--- src/rtl/mcu_pixel_loader.sv ---
// MCU pixel loader: buffers pixel bytes from an MCU in a small FIFO and writes them
// to SRAM port A, one pixel per cycle, while the dithering controller is in its store phase.
module mcu_pixel_loader #(
    parameter int IMAGEX           = 64,
    parameter int IMAGEY           = 64,
    parameter int RGB_SIZE         = 8,
    parameter int FIFO_DEPTH       = 4,
    parameter int IMAGE_SIZE       = IMAGEX * IMAGEY,
    parameter int IMAGE_ADDR_WIDTH = $clog2(IMAGE_SIZE)
) (
    input  logic                        clk,
    input  logic                        rst,
    input  logic [RGB_SIZE-1:0]         mcu_data,
    input  logic                        mcu_valid,
    output logic                        mcu_ready,
    input  logic                        store_sram,
    output logic                        MCU_TX_RDY,
    output logic                        wr_en,
    output logic [IMAGE_ADDR_WIDTH-1:0] wr_addr,
    output logic [RGB_SIZE-1:0]         wr_data,
    output logic                        load_done,
    output logic                        seq_err
);
    localparam int PW = $clog2(FIFO_DEPTH);
    localparam int AW = IMAGE_ADDR_WIDTH;
    localparam logic [PW:0]   DEPTH_C   = (PW+1)'(FIFO_DEPTH);
    localparam logic [AW:0]   SIZE_C    = (AW+1)'(IMAGE_SIZE);
    localparam logic [AW-1:0] LAST_ADDR = AW'(IMAGE_SIZE - 1);
    localparam logic [PW-1:0] PTR_ONE   = PW'(1);
    localparam logic [PW:0]   CNT_ONE   = (PW+1)'(1);
    localparam logic [AW-1:0] ADDR_ONE  = AW'(1);
    localparam logic [AW:0]   ACC_ONE   = (AW+1)'(1);

    typedef enum logic [1:0] {IDLE, FILL, WRITE, DONE} state_t;

    state_t                state_q, state_d;
    logic [RGB_SIZE-1:0]   fifo_q [FIFO_DEPTH];
    logic [PW-1:0]         wp_q, rp_q;
    logic [PW:0]           cnt_q, cnt_d;
    logic [AW:0]           acc_q, acc_d;
    logic [AW-1:0]         wr_ptr_q;
    logic                  ready_q, ready_d;
    logic                  tx_rdy_q, wr_en_q, load_done_q, seq_err_q, store_prev_q;
    logic [AW-1:0]         wr_addr_q;
    logic [RGB_SIZE-1:0]   wr_data_q;
    logic                  push, pop, frame_clr, err_d;

    // Handshake: a byte moves on every rising edge where mcu_valid and mcu_ready are both 1;
    // mcu_ready is a register, so it never depends on mcu_valid or store_sram in the same cycle.
    always_comb begin
        push      = mcu_valid && ready_q;
        pop       = (state_q == WRITE) && store_sram && (cnt_q != '0);
        frame_clr = (state_q == DONE) && !store_sram;
        err_d     = ((state_q == WRITE) && store_prev_q && !store_sram) ||
                    ((state_q == IDLE) && store_sram);

        state_d = state_q;
        case (state_q)
            IDLE:    if (push) state_d = FILL;
            FILL:    if (store_sram) state_d = WRITE;
            WRITE:   if (pop && (wr_ptr_q == LAST_ADDR)) state_d = DONE;
            DONE:    if (!store_sram) state_d = IDLE;
            default: state_d = IDLE;
        endcase

        cnt_d = cnt_q;
        if (frame_clr) begin
            cnt_d = '0;
        end else if (push && !pop) begin
            cnt_d = cnt_q + CNT_ONE;
        end else if (pop && !push) begin
            cnt_d = cnt_q - CNT_ONE;
        end

        acc_d = acc_q;
        if (frame_clr) begin
            acc_d = '0;
        end else if (push && (acc_q != SIZE_C)) begin
            acc_d = acc_q + ACC_ONE;
        end

        ready_d = (cnt_d < DEPTH_C) && (acc_d < SIZE_C) && (state_d != DONE);
    end

    // Storage has no reset: reads are gated by the count, which does reset.
    always_ff @(posedge clk) begin
        if (push) fifo_q[wp_q] <= mcu_data;
    end

    always_ff @(posedge clk) begin
        if (rst) begin
            state_q      <= IDLE;
            cnt_q        <= '0;
            acc_q        <= '0;
            wp_q         <= '0;
            rp_q         <= '0;
            wr_ptr_q     <= '0;
            ready_q      <= 1'b0;
            tx_rdy_q     <= 1'b0;
            wr_en_q      <= 1'b0;
            wr_addr_q    <= '0;
            wr_data_q    <= '0;
            load_done_q  <= 1'b0;
            seq_err_q    <= 1'b0;
            store_prev_q <= 1'b0;
        end else begin
            state_q      <= state_d;
            cnt_q        <= cnt_d;
            acc_q        <= acc_d;
            ready_q      <= ready_d;
            tx_rdy_q     <= (state_d == FILL) || (state_d == WRITE);
            seq_err_q    <= seq_err_q || err_d;
            store_prev_q <= store_sram;
            wr_en_q      <= pop;
            load_done_q  <= pop && (wr_ptr_q == LAST_ADDR);
            if (pop) begin
                wr_addr_q <= wr_ptr_q;
                wr_data_q <= fifo_q[rp_q];
            end
            if (frame_clr) begin
                wp_q     <= '0;
                rp_q     <= '0;
                wr_ptr_q <= '0;
            end else begin
                if (push) wp_q <= wp_q + PTR_ONE;
                if (pop) begin
                    rp_q <= rp_q + PTR_ONE;
                    if (wr_ptr_q != LAST_ADDR) wr_ptr_q <= wr_ptr_q + ADDR_ONE;
                end
            end
        end
    end

    assign mcu_ready  = ready_q;
    assign MCU_TX_RDY = tx_rdy_q;
    assign wr_en      = wr_en_q;
    assign wr_addr    = wr_addr_q;
    assign wr_data    = wr_data_q;
    assign load_done  = load_done_q;
    assign seq_err    = seq_err_q;
endmodule

--- config.mk ---
export PLATFORM = sky130hd
export DESIGN_NAME = mcu_pixel_loader
export DESIGN_NICKNAME = d
export VERILOG_FILES = /design/src/rtl/mcu_pixel_loader.sv
export SDC_FILE = /design/constraint.sdc
export NUM_CORES = 1
export LEC_CHECK = 0
export CAP_MARGIN = 20
export CORE_ASPECT_RATIO = 1.1
export CORE_UTILIZATION = 45
export CTS_BUF_LIST = sky130_fd_sc_hd__clkbuf_8
export DETAILED_ROUTE_END_ITERATION = 8
export DONT_BUFFER_PORTS = 1
export GPL_TIMING_DRIVEN = 1
export PLACE_DENSITY = 0.65
export SLEW_MARGIN = 10
export SYNTH_ARGS = -nofsm -noshare
export SYNTH_HDL_FRONTEND = slang
export SYNTH_SLANG_ARGS = --single-unit
--- constraint.sdc ---
create_clock -name clk -period 2.9 [get_ports clk]
set_input_delay 0.435 -clock clk [delete_from_list [all_inputs] [get_ports clk]]
set_output_delay 0.435 -clock clk [all_outputs]
set_load 0.01 [all_outputs]
-- Yosys cells after proc, flatten, opt, wreduce, memory -nomap -nowiden
Memory sizes are Yosys's and may differ from the RTL's. A register that Yosys moved wholly into a read port is not among the register bits.
Index checks and enable logic that the tools add are counted.
- bits in registers: 52
- bits in latches: 0
- RAM bits: 32
- ROM bits: 0
- input bits: 12
- output and inout port bits: 25
- logic and storage cells: 66
- memories kept: 1
- add/sub/neg operators: 6
- multipliers: 0
- divide/modulo/power cells: 0
- order comparisons: 2
- equal/unequal tests: 9
- shift operators: 0
- multiplexer cells: 12
- bitwise logic cells: 0
- reductions and logical operators: 23
- memories (memory ; words ; width ; rd ports ; clocked after memory_dff ; write ports ; line ; text):
    fifo_q ; 4 ; 8 ; 1 ; 1 ; 1 ; 37 ; logic [RGB_SIZE-1:0] fifo_q [FIFO_DEPTH];
- operator list (operator ; count):
    13-bit 2-to-1 mux ; 2
    13-bit by 1-bit adder with 13-bit output, second input constant ; 1
    1-bit logical AND ; 13
    13-bit less-than comparator, second input constant ; 1
    13-bit inequality test, second input constant ; 1
    12-bit by 1-bit adder with 12-bit output, second input constant ; 1
    12-bit equality test, second input constant ; 1
    12-bit inequality test, second input constant ; 1
    3-bit 2-to-1 mux ; 3
    2-bit 2-to-1 mux ; 4
    2-bit one-hot mux with 4 select lines ; 1
    2-bit equality test, second input constant ; 3
    2-bit by 1-bit adder with 2-bit output, second input constant ; 2
    2-bit by 1-bit equality test with 1-bit output, second input constant ; 2
    3-bit by 1-bit adder with 3-bit output, second input constant ; 1
    1-bit logical NOT ; 3
    1-bit logical OR ; 3
    3-bit less-than comparator, second input constant ; 1
    3-bit nonzero test ; 1
    3-bit by 1-bit subtractor with 3-bit output, second input constant ; 1
    2-bit logical NOT ; 1
    1-bit 2-to-1 mux ; 2
    2-bit inequality test, second input constant ; 1
    2-bit AND reduction ; 1
    2-bit OR reduction ; 1

-- Depth between registers and ports, before layout
- word-level depth: 10
- depth in mapped cells: 12
- gate-level depth less buffers: 10

-- Worst setup path before layout
Ideal clock, no wire load.
- path type: input to register
- start point: input port store_sram
- end point: register ready_q (netlist: mcu_ready)
- setup time: 0.115 ns
- data arrival time: 2.266 ns
- required time: 2.785 ns
- path slack: 0.520 ns
- stages on the path: 9
- path buffers: 2
- path through: and3b_1 nand2_1 buf_2 buf_1 ha_1 and3b_1 a21oi_1 o221ai_1 a2111oi_0
- cells in the longest elaborated chain, start to end: 9
- elaborated cells on any way between the ends: 21
- those cells by class: 2 x order compare; 1 x eq/ne; 8 x mux; 10 x reduce/logical
- RTL lines (item ; line ; text):
    from (decl) ; 16 ; input logic store_sram,
    parallel branches: the longest is 8 deep, another holds 13-bit less-than comparator ; n/a ;
    1-bit logical AND * ; 82 ; ready_d = (cnt_d < DEPTH_C) && (acc_d < SIZE_C) && (state_d != DONE);
    to (signal assigned) ; 110 ; ready_q <= ready_d;
    to (decl) ; 42 ; logic ready_q, ready_d;
Every way passes the cells marked *.
A chain may end at the register's enable or synchronous reset.

-- Worst setup path after layout
- start point: register ready_q (netlist: mcu_ready)
- end point: register ready_q (netlist: mcu_ready)
- cells in the longest elaborated chain, start to end: 9
- elaborated cells on any way between the ends: 17
- those cells by class: 2 x order compare; 1 x eq/ne; 7 x mux; 7 x reduce/logical
- RTL lines (item ; line ; text):
    1-bit logical AND * ; 51 ; push = mcu_valid && ready_q;
    net push ; 46 ; logic push, pop, frame_clr, err_d;
    parallel branches: the longest is 7 deep, another holds 13-bit less-than comparator ; n/a ;
    1-bit logical AND * ; 82 ;
Mark *: on every way through the listed nets, which the timed path passes.

==> results.md <==
- Clock root buffer: clkbuf_8
- CP startpoint: mcu_ready
- Via density: 5.445
- Mapped Cells: 365
- Worst-Skew Late Latency: 0.36 ns
- Die Span Y: 99.25 um
- Synth top area cells: dfxtp_1 31%, edfxtp_1 25%, nand2_1 5.4%, a21oi_1 4.7%, mux4_2 4.7%
- Slowest-stage cell, CP: dfxtp_1
- Area post-placement: 3970 um^2
- CP max stage delay: 0.52 ns
- RR Endpoint: mcu_ready
- Number of antenna violations at the first check in global routing: 0
- Async SR Flop Fraction: 0%
- Initial Utilization: 46.25%
- EDFF count, synth: 32
- Warnings, synthesis: 0
- Peak supply drop: 211.4 uV
- Mapped Area: 3869 um^2
- Crit start category: flop
- Vias in the first global route: 2466
- Global-route wire length before repair: 11550 um
- WL/cell: 14.36 um
- Nets: 390
- Post-CTS setup buffers: 0
- Antenna Cells: 0
- Post-CTS Hold Fix Bufs: 0
- Leading area contributor after synthesis: dfxtp_1
- Clock H-tree levels: 3
- Tot GR Track Use: 16.41%
- Max cap viols: 0
- Crit Path Max Fanout: 9
- Sink Count: 92
- Syn nets: 390
- WP buf/inv: 1
- Iter 0 DRT Violations: 63
- Most frequent cell after synthesis: dfxtp_1
- Crit path time final: 2.292 ns
- Post-route ant nets: 0
- Fraction of layout cells with a size suffix above 1: 8.649%
- Kind of critical path: reg -> reg
- Final GP Congestion: 0.7903
- Clk pin slew, worst setup/hold paths: 0.08 ns
- RSZ-0062 raised after global routing: no
- Vias: 2619
- Min-Delay Path Depth: 1
- Flops & latches, synth: 92
- Chip width: 90.41 um
- Max Fclk: 436.3 MHz
- Syn Area/Cell: 10.60 um^2
- Largest net degree at the start of global routing: 31
- Number of I/O pins: 37
- WP depth: 7
- Port bufs: 0
- Design area: 4187 um^2
- Critical Path End Type: flop
- Cell Chain, Critical Path: nand2_1, inv_1, ha_1, and3b_1, a21oi_1, o221ai_1, a2111oi_0
- Reg2reg path depth: 7
- Pwr dens: 569.0 nW/um^2
- CP Data Arrival Time: 2.52 ns
- Hold Fails Final Rpt: 0
- Static leakage: 1.385 nW
- Post-DP HPWL: 4842 um
- CTS Buf Count: 9
- CTS max path bufs: 2
- Slew margin rel.: 58.14%
- CTS tree: yes
- Status: finished, final reports clean
- R2R setup slack: 0.61 ns
- Worst-Margin Slew: 0.6270 ns
- Final wirelength: 6909 um
- Yosys cell types: 44
- Skew final: 0.01234 ns
- CP endpoint: mcu_ready
- Most frequent cells after synthesis: 60 x dfxtp_1, 56 x nand2_1, 36 x a21oi_1, 32 x edfxtp_1, 23 x nor2_1
- Final setup violation count: 0
- Commonest register cell after synthesis: dfxtp_1
- FP Rows: 35
- Part of the cycle the worst path needs: 79.03%
- FF-to-FF Start: mcu_ready
- Seq/Total Area, Yosys: 55.89%
- Data required time of the worst path: 3.13 ns
- Worst min-delay path category: in -> reg
- TritonRoute pass-1 iters: 4
- P&R area growth vs syn: 8.215%
- Grt total ovfl: 0
- Core area: 8364 um^2
- FILL cells: 745
- Post-synth top area share: 31.05%
- Total die area: 8972 um^2
- DRC: 0
- Max-slew violations: 0
- CTS resizes: 0
- TNS Setup: 0 ns
- CP top delay family: compound AO/OA/AOI/OAI gates
## placed cells by master (no fill, tap or decap), types with 7 or more instances in the layout
cell type  count
dfxtp_1       60
nand2_1       56
a21oi_1       36
edfxtp_1      32
nor2_1        23
inv_1         13
ha_1          13
nand3_1       12
and3_1         9
clkbuf_8       9
o21ai_0        8
xnor2_1        8
mux4_2         8
nand4_1        7
or3_1          7
## routing by layer
| metal | vias up | GRT usage, % | share of wire (%) |
|---|---|---|---|
| li1 | 1313 | - | - |
| met4 | 0 | 6.824 | 2.1 |
| met3 | 14 | 4.587 | 4.3 |
| met5 | - | 0 | 0 |
| met1 | 1247 | 19.86 | 46 |
| met2 | 45 | 27.66 | 48 |
## state kept, by name, summed over array words and instances (netlist names), 2 cells and up
register,cells
fifo_q,32
acc_q,13
wr_addr,12
wr_ptr_q,12
wr_data,8
cnt_q,3
rp_q,2
state_q,2
wp_q,2
## stage by stage
step / utilization (%) / hold slack [ns] / instances / power [mW] / worst slack, ns
detailed placement: 47.46 / 0.4834 / 465 / 1.488 / 0.6291
global placement: 47.46 / 0.4751 / 465 / 1.485 / 0.6724
CTS: 50.05 / 0.1245 / 481 / 2.407 / 0.5702
finish: 50.05 / 0.1399 / 481 / 2.382 / 0.6080
global route: 50.05 / 0.1177 / 481 / 2.462 / 0.2676
floorplan: - / 0.4527 / 365 / 1.471 / 0.5197
## how the worst min path moves through the flow
stage                            start           end  slack, ns
after floorplan           wr_ptr_q[10]   wr_addr[10]       0.45
after global placement    wr_ptr_q[10]   wr_addr[10]       0.48
after detailed placement  wr_ptr_q[10]   wr_addr[10]       0.48
after CTS                          rst  store_prev_q       0.12
after global routing               rst       seq_err       0.12
final                              rst       seq_err       0.14
## worst reg2reg max path, stage by stage, from the launching register on
cell,delay [ns]
dfxtp_1,0.52
nand2_1,0.24
inv_1,0.20
ha_1,0.27
and3b_1,0.22
a21oi_1,0.19
o221ai_1,0.15
a2111oi_0,0.38
## cells by family after synthesis
family,Yosys count,share of synthesized area (%)
adder cells (fa/ha/maj),13,4.205
AO/OA/AOI/OAI,63,9.573
flip-flops,92,55.89
XOR/XNOR,13,2.943
AND/OR/NAND/NOR,148,19.57
multiplexers,9,4.916
buffers and inverters,27,2.911
## power by group
group | leakage, nW | total, mW | internal, mW | switching (mW)
combinational | 0.502 | 0.0812 | 0.0340 | 0.0471
clock | 0.107 | 0.925 | 0.484 | 0.441
sequential | 0.776 | 1.38 | 1.36 | 0.0189
total | 1.38 | 2.38 | 1.87 | 0.507
## final cells by class
type / instances / area [um^2] / area share (%)
sequential: 92 / 2162 / 51.64
multi-input combinational: 246 / 1594 / 38.08
tap: 111 / 138.9 / 3.317
clock buffer: 9 / 123.9 / 2.959
clock inverter: 7 / 92.59 / 2.212
inverter: 12 / 45.04 / 1.076
timing repair buffer: 4 / 30.03 / 0.7173
Note: power is estimated with default switching activity, not from simulation.
